File: src/rtl/bytebeat_sample_scheduler_if.sv
// bytebeat_sample_scheduler_if: voice sample handshake bus between voice cores and the frame scheduler
interface bytebeat_sample_scheduler_if #(parameter int NUM_VOICES = 8);
  logic [NUM_VOICES-1:0]   voice_vld;
  logic [NUM_VOICES-1:0]   voice_rdy;
  logic [8*NUM_VOICES-1:0] voice_pcm;
  modport master (output voice_vld, voice_pcm, input voice_rdy);
  modport slave (input voice_vld, voice_pcm, output voice_rdy);
endinterface

File: src/rtl/bytebeat_sample_scheduler.sv
// bytebeat_sample_scheduler: frame scheduler collecting one sample per voice per frame and publishing a mean mix
// BYTEBEAT_SCHED_SOLO_EN adds solo_en_i/solo_sel_i to replace the mean with one held sample
module bytebeat_sample_scheduler #(
  parameter int NUM_VOICES = 8,
  parameter int DIV_W      = 12,
  parameter int TIMEOUT    = 63
) (
  input  logic                       clk,
  input  logic                       rst_n,
  input  logic [DIV_W-1:0]           div_cfg_i,
  input  logic [NUM_VOICES-1:0]      voice_en_i,
  bytebeat_sample_scheduler_if.slave voice_if,
  output logic [8*NUM_VOICES-1:0]    sample_out_o,
  output logic [7:0]                 mix_out_o,
  output logic                       mix_vld_o,
  output logic [NUM_VOICES-1:0]      miss_o,
  output logic                       overrun_o,
  input  logic                       clr_err_i
`ifdef BYTEBEAT_SCHED_SOLO_EN
  ,
  input  logic                       solo_en_i,
  input  logic [$clog2(NUM_VOICES)-1:0] solo_sel_i
`endif
);
  localparam int IW = $clog2(NUM_VOICES);
  localparam int TW = $clog2(TIMEOUT + 2);
  typedef enum logic [1:0] {IDLE, REQ, DONE} state_t;
  state_t                        state_q;
  logic [DIV_W-1:0]              cnt_q;
  logic [IW-1:0]                 idx_q;
  logic [TW-1:0]                 wait_q;
  logic [NUM_VOICES-1:0][7:0]    smp_q;
  logic [7:0]                    mix_q, mix_d;
  logic                          mix_vld_q, ovr_q;
  logic [NUM_VOICES-1:0]         miss_q, onehot;
  logic [7+IW:0]                 sum;
  logic                          tick, en, vld, act, fire, tmo, adv, last;
  assign tick   = cnt_q == '0;
  assign en     = voice_en_i[idx_q];
  assign vld    = voice_if.voice_vld[idx_q];
  assign act    = state_q == REQ && en;
  assign fire   = act && vld;
  assign tmo    = act && !vld && wait_q == TW'(TIMEOUT);
  assign adv    = state_q == REQ && (!en || fire || tmo);
  assign last   = idx_q == IW'(NUM_VOICES - 1);
  assign onehot = {{(NUM_VOICES-1){1'b0}}, 1'b1} << idx_q;
  // rdy is gated by rst_n so an asserted reset drops it before the clock edge
  assign voice_if.voice_rdy = (act && rst_n) ? onehot : '0;
  always_comb begin
    sum = '0;
    for (int i = 0; i < NUM_VOICES; i++) sum = sum + {{IW{1'b0}}, smp_q[i]};
  end
`ifdef BYTEBEAT_SCHED_SOLO_EN
  assign mix_d = solo_en_i ? smp_q[solo_sel_i] : sum[7+IW:IW];
`else
  assign mix_d = sum[7+IW:IW];
`endif
  always_ff @(posedge clk) begin
    if (!rst_n) begin
      state_q   <= IDLE;
      cnt_q     <= div_cfg_i;
      idx_q     <= '0;
      wait_q    <= '0;
      smp_q     <= {NUM_VOICES{8'h80}};
      mix_q     <= 8'h80;
      mix_vld_q <= 1'b0;
      miss_q    <= '0;
      ovr_q     <= 1'b0;
    end else begin
      cnt_q     <= tick ? div_cfg_i : cnt_q - 1'b1;
      mix_vld_q <= state_q == DONE;
      miss_q    <= (clr_err_i ? '0 : miss_q) | (tmo ? onehot : '0);
      ovr_q     <= (clr_err_i ? 1'b0 : ovr_q) | (tick && state_q != IDLE);
      wait_q    <= (act && !adv) ? wait_q + 1'b1 : '0;
      if (fire) smp_q[idx_q] <= voice_if.voice_pcm[idx_q*8 +: 8];
      if (state_q == REQ && !en) smp_q[idx_q] <= 8'h80;
      case (state_q)
        IDLE: if (tick) begin
          state_q <= REQ;
          idx_q   <= '0;
        end
        REQ: if (adv) begin
          idx_q <= idx_q + 1'b1;
          if (last) state_q <= DONE;
        end
        DONE: begin
          mix_q   <= mix_d;
          state_q <= IDLE;
        end
        default: state_q <= IDLE;
      endcase
    end
  end
  assign sample_out_o = smp_q;
  assign mix_out_o    = mix_q;
  assign mix_vld_o    = mix_vld_q;
  assign miss_o       = miss_q;
  assign overrun_o    = ovr_q;
endmodule
File: src/flat_wrapper.sv
// flat-port wrapper written by rule: the top's interface ports become plain ports
module bytebeat_sample_scheduler_flat 
#(
  parameter int NUM_VOICES = 8,
  parameter int DIV_W      = 12,
  parameter int TIMEOUT    = 63
)
  (clk, rst_n, div_cfg_i, voice_en_i, sample_out_o, mix_out_o, mix_vld_o, miss_o, overrun_o, clr_err_i, voice_if_voice_vld, voice_if_voice_pcm, voice_if_voice_rdy);
  bytebeat_sample_scheduler_if #(.NUM_VOICES(NUM_VOICES)) voice_if_i ();
  input  logic clk;
  input  logic rst_n;
  input  logic [DIV_W-1:0] div_cfg_i;
  input  logic [NUM_VOICES-1:0] voice_en_i;
  output logic [8*NUM_VOICES-1:0] sample_out_o;
  output logic [7:0] mix_out_o;
  output logic mix_vld_o;
  output logic [NUM_VOICES-1:0] miss_o;
  output logic overrun_o;
  input  logic clr_err_i;
  input wire logic [$bits(voice_if_i.voice_vld)-1:0] voice_if_voice_vld;
  input wire logic [$bits(voice_if_i.voice_pcm)-1:0] voice_if_voice_pcm;
  output wire logic [$bits(voice_if_i.voice_rdy)-1:0] voice_if_voice_rdy;
  assign voice_if_i.voice_vld = voice_if_voice_vld;
  assign voice_if_i.voice_pcm = voice_if_voice_pcm;
  assign voice_if_voice_rdy = voice_if_i.voice_rdy;
  bytebeat_sample_scheduler #(.NUM_VOICES(NUM_VOICES), .DIV_W(DIV_W), .TIMEOUT(TIMEOUT)) u_core (.clk(clk), .rst_n(rst_n), .div_cfg_i(div_cfg_i), .voice_en_i(voice_en_i), .voice_if(voice_if_i), .sample_out_o(sample_out_o), .mix_out_o(mix_out_o), .mix_vld_o(mix_vld_o), .miss_o(miss_o), .overrun_o(overrun_o), .clr_err_i(clr_err_i));
endmodule
File: config.mk
export PLATFORM = sky130hd
export DESIGN_NAME = bytebeat_sample_scheduler_flat
export DESIGN_NICKNAME = d
export VERILOG_FILES = /design/src/rtl/bytebeat_sample_scheduler_if.sv /design/src/rtl/bytebeat_sample_scheduler.sv /design/src/flat_wrapper.sv
export SDC_FILE = /design/constraint.sdc
export NUM_CORES = 1
export LEC_CHECK = 0
export ABC_AREA = 1
export ABC_CLOCK_PERIOD_IN_PS = 5400
export CORE_MARGIN = 2
export CORE_UTILIZATION = 41
export DETAILED_ROUTE_END_ITERATION = 10
export PLACE_DENSITY = 0.74
export SLEW_MARGIN = 15
export SYNTH_ARGS = -nofsm -noshare
export SYNTH_HDL_FRONTEND = slang
export SYNTH_SLANG_ARGS = --single-unit
File: constraint.sdc
create_clock -name clk -period 5.4 [get_ports clk]
set_input_delay 1.08 -clock clk [delete_from_list [all_inputs] [get_ports clk]]
set_output_delay 1.08 -clock clk [all_outputs]
set_load 0.01 [all_outputs]
==> summary.txt <==
Number of max-cap violations: 0
Die height: 134.0 um
I/O pin total: 185
YS warnings: 0
Per-cell routed wire length: 14.97 um
CP Launch Type: flip-flop
Vias per inst: 4.834
Initial antenna violation count: 0
Avg Cell Area, Syn: 7.394 um2
GRT Overall Usage: 22.96%
Initial core utilization: 41.92%
P&R area growth vs syn: 33.77%
CTS tree: done
Crit path DAT: 5.33 ns
Placed cell area: 0.008940 mm2
Commonest non-fill, non-tap cell in the layout: clkdlybuf4s50_1
RSZ-0062 raised after global routing: false
Cts bufs inserted: 9
Initial DRC count: 338
# fillers: 1525
Synthesized Nets: 1101
Worst-Skew Late Latency: 0.36 ns
Leak Pwr: 4.051 nW
# port buffers: 184
Vias: 6492
F_max: 197.2 MHz
Routed wl met2: 9270 um
Rows: 47
First-pass DRT Iterations: 5
Final Util: 56.08%
H-tree Lvls: 3
Critical-path maximum fanout: 4
Met3 wire length: 1259 um
First-pass GRT wire length: 32830 um
Routed Antenna Nets: 0
Setup Viol. Count Final: 0
Clock Tree Root: clkbuf_16
Status: finished, final reports clean
Synth async-reset ratio: 0%
Worst-margin pin slew: 0.8184 ns
# nets final: 1282
N_diodes: 0
Routability cong.: 0.9408
Hold Vio Cnt, Final: 0
Skew final: 0.009101 ns
#FFs+latches synth: 106
DP HPWL: 15930 um
CP required: 5.66 ns
Largest net degree at the start of global routing: 22
Final Critical Period: 5.071 ns
Fin crit share: 93.91%
Peak VDD IR: 0.1756 mV
Clock slew at reported path FFs: 0.08 ns
Total power: 1.610 mW
Max Used Layer: met4
Hold Buf Count CTS: 0
CTS max path bufs: 2
Sequential cell area fraction in the yosys report: 30.63%
DRC Markers: 0
Sum Neg Setup Slack: 0 ns
Core ar.: 0.01652 mm2
Slew margin rel.: 45.24%
Top_reg_cell synth: dfxtp_1
Worst setup EP type: flip-flop
Detailed Route WL: 20100 um
Tightest Hold Check Type: flip-flop to flip-flop
Share of cells above drive strength 1: 6.768%
Met1 wire length: 9091 um
Die X: 134.0 um
Grt ovf: 0
Final instance area: 0.009268 mm2
Post-synth EDFFs: 0
Most frequent cells in the layout: clkdlybuf4s50_1, nand2_1, inv_1
Slew Limit Fails: 0
Die area: 0.01795 mm2
Synth Instances: 937
Vias in the first global route: 6533
Library cells used by synthesis: 45
PD cells: 173.7 mW/mm2
Crit Path Category: flip-flop to flip-flop
CTS Sinks: 106
Mapped Area: 0.006928 mm2
-- path summary, 6_finish.rpt --
| check | from | endpoint | slack (ns) | depth (start not counted) |
|---|---|---|---|---|
| setup reg to reg | u_core.sample_out_o[8] | u_core.mix_out_o[6] | 0.33 | 24 |
| hold / removal | u_core.wait_q[0] | u_core.wait_q[0] | 0.45 | 1 |
| setup / recovery | u_core.sample_out_o[8] | u_core.mix_out_o[6] | 0.33 | 24 |
| hold reg to reg | u_core.wait_q[0] | u_core.wait_q[0] | 0.45 | 1 |
-- metal layers --
metal | GRT usage [%] | vias to the layer above
li1 | - | 3299
met1 | 29.78 | 2950
met2 | 37.92 | 209
met3 | 5.064 | 34
met4 | 7.801 | 0
met5 | 0 | -
-- flip-flops by register name (all words and copies together), names as in the netlist --
name / flops
u_core.state_q: 2
u_core.mix_vld_o: 1
u_core.idx_q: 3
u_core.mix_out_o: 8
u_core.miss_o: 8
u_core.sample_out_o: 64
u_core.overrun_o: 1
u_core.cnt_q: 12
u_core.wait_q: 7
-- Yosys cell counts, types with 6 or more instances --
| master | instances | area (um2) |
|---|---|---|
| nor3b_1 | 19 | 142.6 |
| xnor2_1 | 7 | 61.31 |
| a22oi_1 | 10 | 75.07 |
| nor3_1 | 9 | 45.04 |
| a21oi_1 | 42 | 210.2 |
| dfxtp_1 | 106 | 2122 |
| xor2_1 | 10 | 87.58 |
| fa_1 | 38 | 760.7 |
| nand3b_1 | 6 | 45.04 |
| inv_1 | 152 | 570.6 |
| nand3_1 | 38 | 190.2 |
| nand2_1 | 181 | 679.4 |
| inv_2 | 8 | 30.03 |
| o21ai_0 | 62 | 310.3 |
| ha_1 | 31 | 387.9 |
| nor2_1 | 137 | 514.2 |
| nor2_2 | 8 | 50.05 |
-- power by group --
part	switching, mW	internal, mW	leakage [nW]
Clock	0.324	0.336	0.140
Sequential	0.00880	0.791	0.859
Combinational	0.0656	0.0831	3.05
-- cells by family (layout without fill, tap and decap cells) --
group,count (synthesis),after routing,share of synthesized area (%)
AND/OR/NAND/NOR,434,434,29.51
buffers and inverters,179,365,10.51
flip-flops,106,106,30.63
XOR/XNOR,17,17,2.149
adder cells (fa/ha/maj),69,69,16.58
AO/OA/AOI/OAI,132,132,10.62
-- per-stage QoR --
stage / hold WS (ns) / setup WS, ns / std cells
finish: 0.4458 / 0.3291 / 1343
global route: 0.4721 / 0.01934 / 1343
CTS: 0.4513 / 0.1364 / 1342
detailed placement: 0.4358 / 0.1778 / 1326
global placement: 0.4321 / 0.3730 / 1326
floorplan: 0.4175 / 0.6072 / 937
-- final cells by class --
class | count | area [um2] | share of cell area (%)
multi-input combinational | 652 | 4098 | 44.21
clock buffer | 10 | 239.0 | 2.579
clock inverter | 6 | 60.06 | 0.6480
tap | 220 | 275.3 | 2.970
timing repair buffer | 187 | 1864 | 20.12
sequential | 106 | 2123 | 22.91
inverter | 162 | 608.1 | 6.561
-- repair_timing --
action	CTS	global route
resized for setup	0	7
setup endpoints to repair	0	3
buffers inserted	0	1
-- critical path: stages, from the launching register on --
cell	delay, ns
dfxtp_1	0.39
ha_1	0.16
inv_1	0.04
fa_1	0.40
o21ai_2	0.19
nand2_1	0.07
nand2_1	0.06
a21oi_1	0.09
xor2_1	0.24
inv_1	0.09
fa_1	0.50
inv_1	0.06
fa_1	0.50
fa_1	0.51
fa_1	0.51
inv_1	0.04
ha_1	0.36
a21oi_2	0.18
o21bai_1	0.09
a21oi_2	0.15
nand2_1	0.08
nand2_1	0.06
nand3_1	0.06
nand2_1	0.10
inv_1	0.04
(Power assumes the default switching activity.)
